--- src/rtl/sram_arbiter.sv ---
// Shares one single-ported, 1-cycle-latency SRAM between instruction fetch and data access.
// Data has fixed priority; a streak counter forces a fetch through after MAX_D_STREAK data wins.
module sram_arbiter #(
   parameter int MAX_D_STREAK = 4
) (
   input  logic        clk,
   input  logic        reset,
   input  logic        inst_req,
   input  logic [31:0] inst_addr,
   output logic        inst_addr_ok,
   output logic        inst_data_ok,
   output logic [31:0] inst_rdata,
   input  logic        data_req,
   input  logic        data_wr,
   input  logic [3:0]  data_wstrb,
   input  logic [31:0] data_addr,
   input  logic [31:0] data_wdata,
   output logic        data_addr_ok,
   output logic        data_data_ok,
   output logic [31:0] data_rdata,
   output logic        sram_en,
   output logic [3:0]  sram_wen,
   output logic [31:0] sram_addr,
   output logic [31:0] sram_wdata,
   input  logic [31:0] sram_rdata
);

   localparam logic [3:0] MAX_S = 4'(MAX_D_STREAK);

   logic [3:0] streak_q, streak_d;
   logic       resp_valid_q;
   logic       resp_owner_q;
   logic       gnt_d, gnt_i;

   // No grant may leave the block while reset is asserted.
   always_comb begin
      gnt_d = ~reset & data_req & ~(inst_req & (streak_q == MAX_S));
      gnt_i = ~reset & inst_req & ~gnt_d;
   end

   assign inst_addr_ok = gnt_i;
   assign data_addr_ok = gnt_d;

   assign sram_en    = gnt_i | gnt_d;
   assign sram_addr  = gnt_d ? data_addr : (gnt_i ? inst_addr : 32'h0);
   assign sram_wen   = (gnt_d & data_wr) ? data_wstrb : 4'b0;
   assign sram_wdata = gnt_d ? data_wdata : 32'h0;

   always_comb begin
      streak_d = streak_q;
      if (gnt_i || !inst_req)
         streak_d = 4'd0;
      else if (gnt_d && streak_q != MAX_S)
         streak_d = streak_q + 4'd1;
   end

   always_ff @(posedge clk or posedge reset) begin
      if (reset) begin
         streak_q     <= 4'd0;
         resp_valid_q <= 1'b0;
         resp_owner_q <= 1'b0;
      end else begin
         streak_q     <= streak_d;
         resp_valid_q <= sram_en;
         resp_owner_q <= gnt_d;
      end
   end

   // rdata is gated by resp_valid so that both read buses stay 0 when idle and in reset.
   assign inst_data_ok = resp_valid_q & ~resp_owner_q;
   assign data_data_ok = resp_valid_q &  resp_owner_q;
   assign inst_rdata   = inst_data_ok ? sram_rdata : 32'h0;
   assign data_rdata   = data_data_ok ? sram_rdata : 32'h0;

endmodule

--- config.mk ---
export PLATFORM = sky130hd
export DESIGN_NAME = sram_arbiter
export DESIGN_NICKNAME = d
export VERILOG_FILES = /design/src/rtl/sram_arbiter.sv
export SDC_FILE = /design/constraint.sdc
export NUM_CORES = 1
export LEC_CHECK = 0
export CORE_AREA = 2 2 105 107
export CTS_CLUSTER_DIAMETER = 40
export DETAILED_ROUTE_END_ITERATION = 12
export DIE_AREA = 0 0 107 109
export GPL_TIMING_DRIVEN = 0
export PLACE_DENSITY = 0.62
export REMOVE_ABC_BUFFERS = 1
export SYNTH_ARGS = -nofsm -noshare
export SYNTH_HDL_FRONTEND = slang
export SYNTH_SLANG_ARGS = --single-unit
--- constraint.sdc ---
create_clock -name clk -period 1.9 [get_ports clk]
set_clock_uncertainty 0.15 [all_clocks]
set_input_delay 0.19 -clock clk [delete_from_list [all_inputs] [get_ports clk]]
set_output_delay 0.19 -clock clk [all_outputs]
set_load 0.01 [all_outputs]
# Word-level counts from Yosys, hierarchy flattened
# Cells that the tools add are included.
[totals]
in_bits = 137
out_inout_bits = 137
elab_cells = 31
reg_bits = 6
[op_classes]
bitwise = 13
n_addsub = 1
eq_ne = 2
n_mux = 8
reduce_logical = 4
[op_table]
columns = ["operator", "count"]
rows = [
  ["32-bit 2-to-1 mux", 5],
  ["4-bit 2-to-1 mux", 3],
  ["1-bit AND", 8],
  ["4-bit by 1-bit adder with 4-bit output (second input constant)", 1],
  ["4-bit by 3-bit == test with 1-bit output (second input constant)", 1],
  ["4-bit by 3-bit != test with 1-bit output (second input constant)", 1],
  ["1-bit inverter", 4],
  ["2-bit nonzero test", 1],
  ["1-bit logical AND", 1],
  ["1-bit logical NOT", 1],
  ["1-bit logical OR", 1],
  ["1-bit bitwise OR", 1],
]

# Longest topological paths before layout
[depth]
ltp_word = 8
ltp_mapped = 7
depth_no_buf = 5

# Least setup slack after synthesis
# OpenSTA, ideal clock, no wires.
[synth_path]
path_kind = "reg-to-output"
from = "register streak_q[0]"
to = "output port sram_addr[22]"
required_ns = 1.560
stages_incl_launch_ff = 7
arrival_time_ns = 1.477
path_slack_ns = 0.083
cell_sequence = "dfrtp_1 -> inv_1 -> ha_1 -> nand3b_4 -> a211oi_4 -> buf_6 -> a22o_1"
[synth_via]
elab_chain_len = 8
[synth_lines]
columns = ["element", "line", "source"]
rows = [
  ["from (decl)", "30", "logic [3:0] streak_q, streak_d;"],
  ["from (signal assigned)", "63", "streak_q <= streak_d;"],
  ["4-bit by 3-bit == test with 1-bit output", "37", "gnt_d = ~reset & data_req & ~(inst_req & (streak_q == MAX_S));"],
  ["1-bit AND", "37", ""],
  ["1-bit inverter", "37", ""],
  ["1-bit AND", "37", ""],
  ["1-bit inverter", "38", "gnt_i = ~reset & inst_req & ~gnt_d;"],
  ["1-bit AND", "38", ""],
  ["net inst_addr_ok", "10", "output logic inst_addr_ok,"],
  ["32-bit 2-to-1 mux (2 in series)", "45", "assign sram_addr = gnt_d ? data_addr : (gnt_i ? inst_addr : 32'h0);"],
  ["to (decl)", "23", "output logic [31:0] sram_addr,"],
]
# The timed path passes the listed nets, and every way through them passes these cells.

# Final worst setup path
[layout_path]
from = "register streak_q[0]"
to = "output port sram_addr[13]"
[layout_via]
elab_chain_len = 8
[layout_lines]
columns = ["element", "line"]
rows = [
  ["4-bit by 3-bit == test with 1-bit output *", "37"],
  ["1-bit AND *", "37"],
  ["1-bit inverter *", "37"],
  ["1-bit AND *", "37"],
  ["1-bit inverter", "38"],
  ["1-bit AND", "38"],
  ["32-bit 2-to-1 mux", "45"],
  ["32-bit 2-to-1 mux *", "45"],
]
# Mark *: on every way between the ends. The rest lies on a longest branch, timed or not.

==> metrics.md <==
| Metric | Value |
|---|---|
| Tcrit/Tclk final | `120%` |
| Most used DFF post-synth | `dfrtp_1` |
| Sequential share of power | `11.3%` |
| Worst skew pair latency | `0.23 ns` |
| DRT Wirelength | `11400 microns` |
| DR vias | `2786` |
| TritonCTS buffer count | `3` |
| First-pass GRT wire length | `~16000 microns` |
| Crit path kind | `reg2out` |
| Share of cells above drive strength 1 | `34.5%` |
| CP max FO | `9` |
| Final TNS setup | `-19.05 ns` |
| Post-route cell area | `4670 sq um` |
| Area of the die | `11700 sq um` |
| Final ANT Viol Nets | `0` |
| Worst path bufs/invs | `4` |
| Worst Path Required | `1.56 ns` |
| Synthesis-stage register bit count | `6` |
| Leading area contributor after synthesis | `and2_1` |
| Clock Tree Buf Depth | `2` |
| Post-route minimum period | `~2.3 ns` |
| Psw | `0.408 mW` |
| WHS | `0.390 ns` |
| RSZ-0062 raised after global routing | `yes` |
| Largest net degree at the start of global routing | `18` |
| Diode count | `0` |
| Post-synth EDFFs | `0` |
| Worst VDD drop | `0.261 mV` |
| CP cell instances | `inv_2 -> ha_4 -> nand3b_4 -> buf_12 -> buf_4 -> o211a_4 -> a22o_1 -> buf_2` |
| Die height | `approximately 110 microns` |
| Row cnt | `38` |
| Final setup viols | `69` |
| Count leader, synth | `and2_1` |
| Synth async-reset ratio | `100%` |
| Initial antenna violation count | `0` |
| CP Data Arrival Time | `1.94 ns` |
| FF/Latch Area | `between 150 and 200 sq um` |
| Delay of the slowest critical-path stage | `0.38 ns` |
| DP Cell Count | `578` |
| Crit path max-delay family | `compound AO/OA/AOI/OAI gates` |
| YS warnings | `0` |
| Slowest CP cell | `dfrtp_1` |
| Clk pwr share | `roughly 16%` |
| Drt drc | `0` |
| Initial DRC Count | `~120` |
| Area of the multi-input gates | `1280 sq um` |
| Min-Delay Path Class | `in2reg` |
| Pint | `0.842 mW` |
| Routability Congestion | `0.812` |
| Starting Density | `12.9%` |
| CTS Sinks | `6` |
| Tot GR Track Use | `17.9%` |
| Clk slew on worst S/H paths | `roughly 0.04 ns` |
| Post-Synthesis Cells | `183` |
| Setup crit start kind | `flop` |
| Endpoints failing hold | `0` |
| Count of cell types in the netlist | `23` |
| Violated checks | `negative setup slack` |
| Status | `finished with violations` |
| Worst-margin pin slew | `0.463 ns` |
| Non-filler cells, final | `639` |
| Setup ws final | `-0.376 ns` |
| Post-DP HPWL | `7690 microns` |
| Register area share after synthesis | `11.0%` |
| # fillers | `between 1000 and 1500` |
| Ports | `between 200 and 300` |
| Logic pwr share | `72.9%` |
| Leak pwr | `2.40 nW` |
| CP endpoint kind | `output port` |
| Synthesized area per cell | `7.48 sq um` |
| Pwr Density | `between 200 and 300 nW/um^2` |
| Max_slew headroom | `69.1%` |
| WL/cell | `around 18 microns` |
| Syn Std Cell Area | `~1400 sq um` |
| Post-synth top area share | `29.7%` |
| DR vias/cell | `4.36` |
| Final #Nets | `640` |
| Core ar. | `between 10000 and 15000 sq um` |
| Grt total ovfl | `0` |
| Width of the die | `107 microns` |
| F_max | `about 440 MHz` |
| Top post-synthesis cells by area | `and2_1, a22o_1, and3_1` |
| CTS Root Buffer Type | `clkbuf_8` |
| Commonest cells post-synth | `and2_1, and3_1, a22o_1` |
| Port bufs | `273` |
| Slew Viols, Final | `0` |
| Clock H-tree levels | `1` |
| Sw Ratio | `32.6%` |
| Vias in the first global route | `2741` |
| Placed cell areas | `4180 sq um` |
| MaxCap Viol Count | `0` |
| CTS tree | `done` |
| Fin util | `44.1%` |
| Synth-to-Final Area Change | `241%` |
| Drt pass-1 iters | `4` |
## path summary, 6_finish.rpt
| kind | from | endpoint | slack [ns] | depth (start not counted) |
|---|---|---|---|---|
| worst min-delay path | inst_req | streak_q[3] | 0.39 | 2 |
| worst max register to register | streak_q[0] | streak_q[3] | 0.05 | 8 |
| max in group asynchronous | reset | resp_valid_q | 0.97 | 5 |
| worst max-delay path | streak_q[0] | sram_addr[13] | -0.38 | 8 |
| min in group asynchronous | reset | resp_owner_q | 0.52 | 5 |
| worst min register to register | streak_q[2] | streak_q[2] | 0.41 | 1 |
## power by group through the flow
stage	logic (mW)	registers [mW]	clock network, mW
floorplan	0.213	0.147	0
finish	0.912	0.141	0.198
global placement	0.777	0.156	0
global route	0.970	0.142	0.206
CTS	0.901	0.141	0.193
detailed placement	0.789	0.156	0
## cell usage in the layout (no fill, tap or decap), types with 2 or more instances in the layout
master and count:
inv_2 2, clkbuf_8 3, clkdlybuf4s50_1 134, clkdlybuf4s15_1 17, buf_6 47, a22o_1 32, o21ai_0 2, buf_12 5
dlygate4sd2_1 40, clkinvlp_4 2, o211a_4 7, nor2_1 2, and3_1 37, a211oi_4 2, and2_4 17, dfrtp_1 4
buf_2 44, buf_4 25, clkbuf_2 11, and2_1 48, nand3_1 3, dfrtp_4 2
## repair_timing
action	CTS	global route
hold buffers	0	0
setup endpoints to repair	136	99
gates resized for setup	419	63
cloned	11	0
setup buffers	47	4
hold endpoints to repair	0	0
pin swaps	35	22
## logic make-up (layout without fill, tap and decap cells)
family          Yosys count  count (layout)  share of synthesized area (%)
simple gates            113             113                           52.4
compound gates           39              46                           25.5
buf+inv                  23             332                           9.32
flops                     6               6                           11.0
fa+ha+maj                 2               2                           1.83
## state kept, by name, indices dropped and copies added (netlist names)
register	flops
resp_valid_q	1
streak_q	4
resp_owner_q	1
## metrics by stage
| step | power [mW] | worst slack (ns) |
|---|---|---|
| floorplan | 0.360 | -0.325 |
| global placement | 0.933 | -1.52 |
| detailed placement | 0.946 | -1.34 |
| CTS | 1.24 | -0.380 |
| global route | 1.32 | -0.442 |
| finish | 1.25 | -0.376 |
## area by class of cell
type                       instances  area share (%)
multi-input combinational        161            27.4
inverter                           4           0.482
sequential                         6            3.37
clock buffer                       3           0.884
tap                              140            3.75
timing repair buffer             325            64.2
## per-layer routing
| layer | vias to the layer above | GRT usage, % | part of all wire, % |
|---|---|---|---|
| li1 | 1314 | - | - |
| met1 | 1290 | 18.2 | 35 |
| met5 | - | 0 | 0 |
| met2 | 172 | 35.7 | 53 |
| met3 | 10 | 5.74 | 11 |
| met4 | 0 | 3.43 | 1.3 |
(Power assumes the default switching activity.)
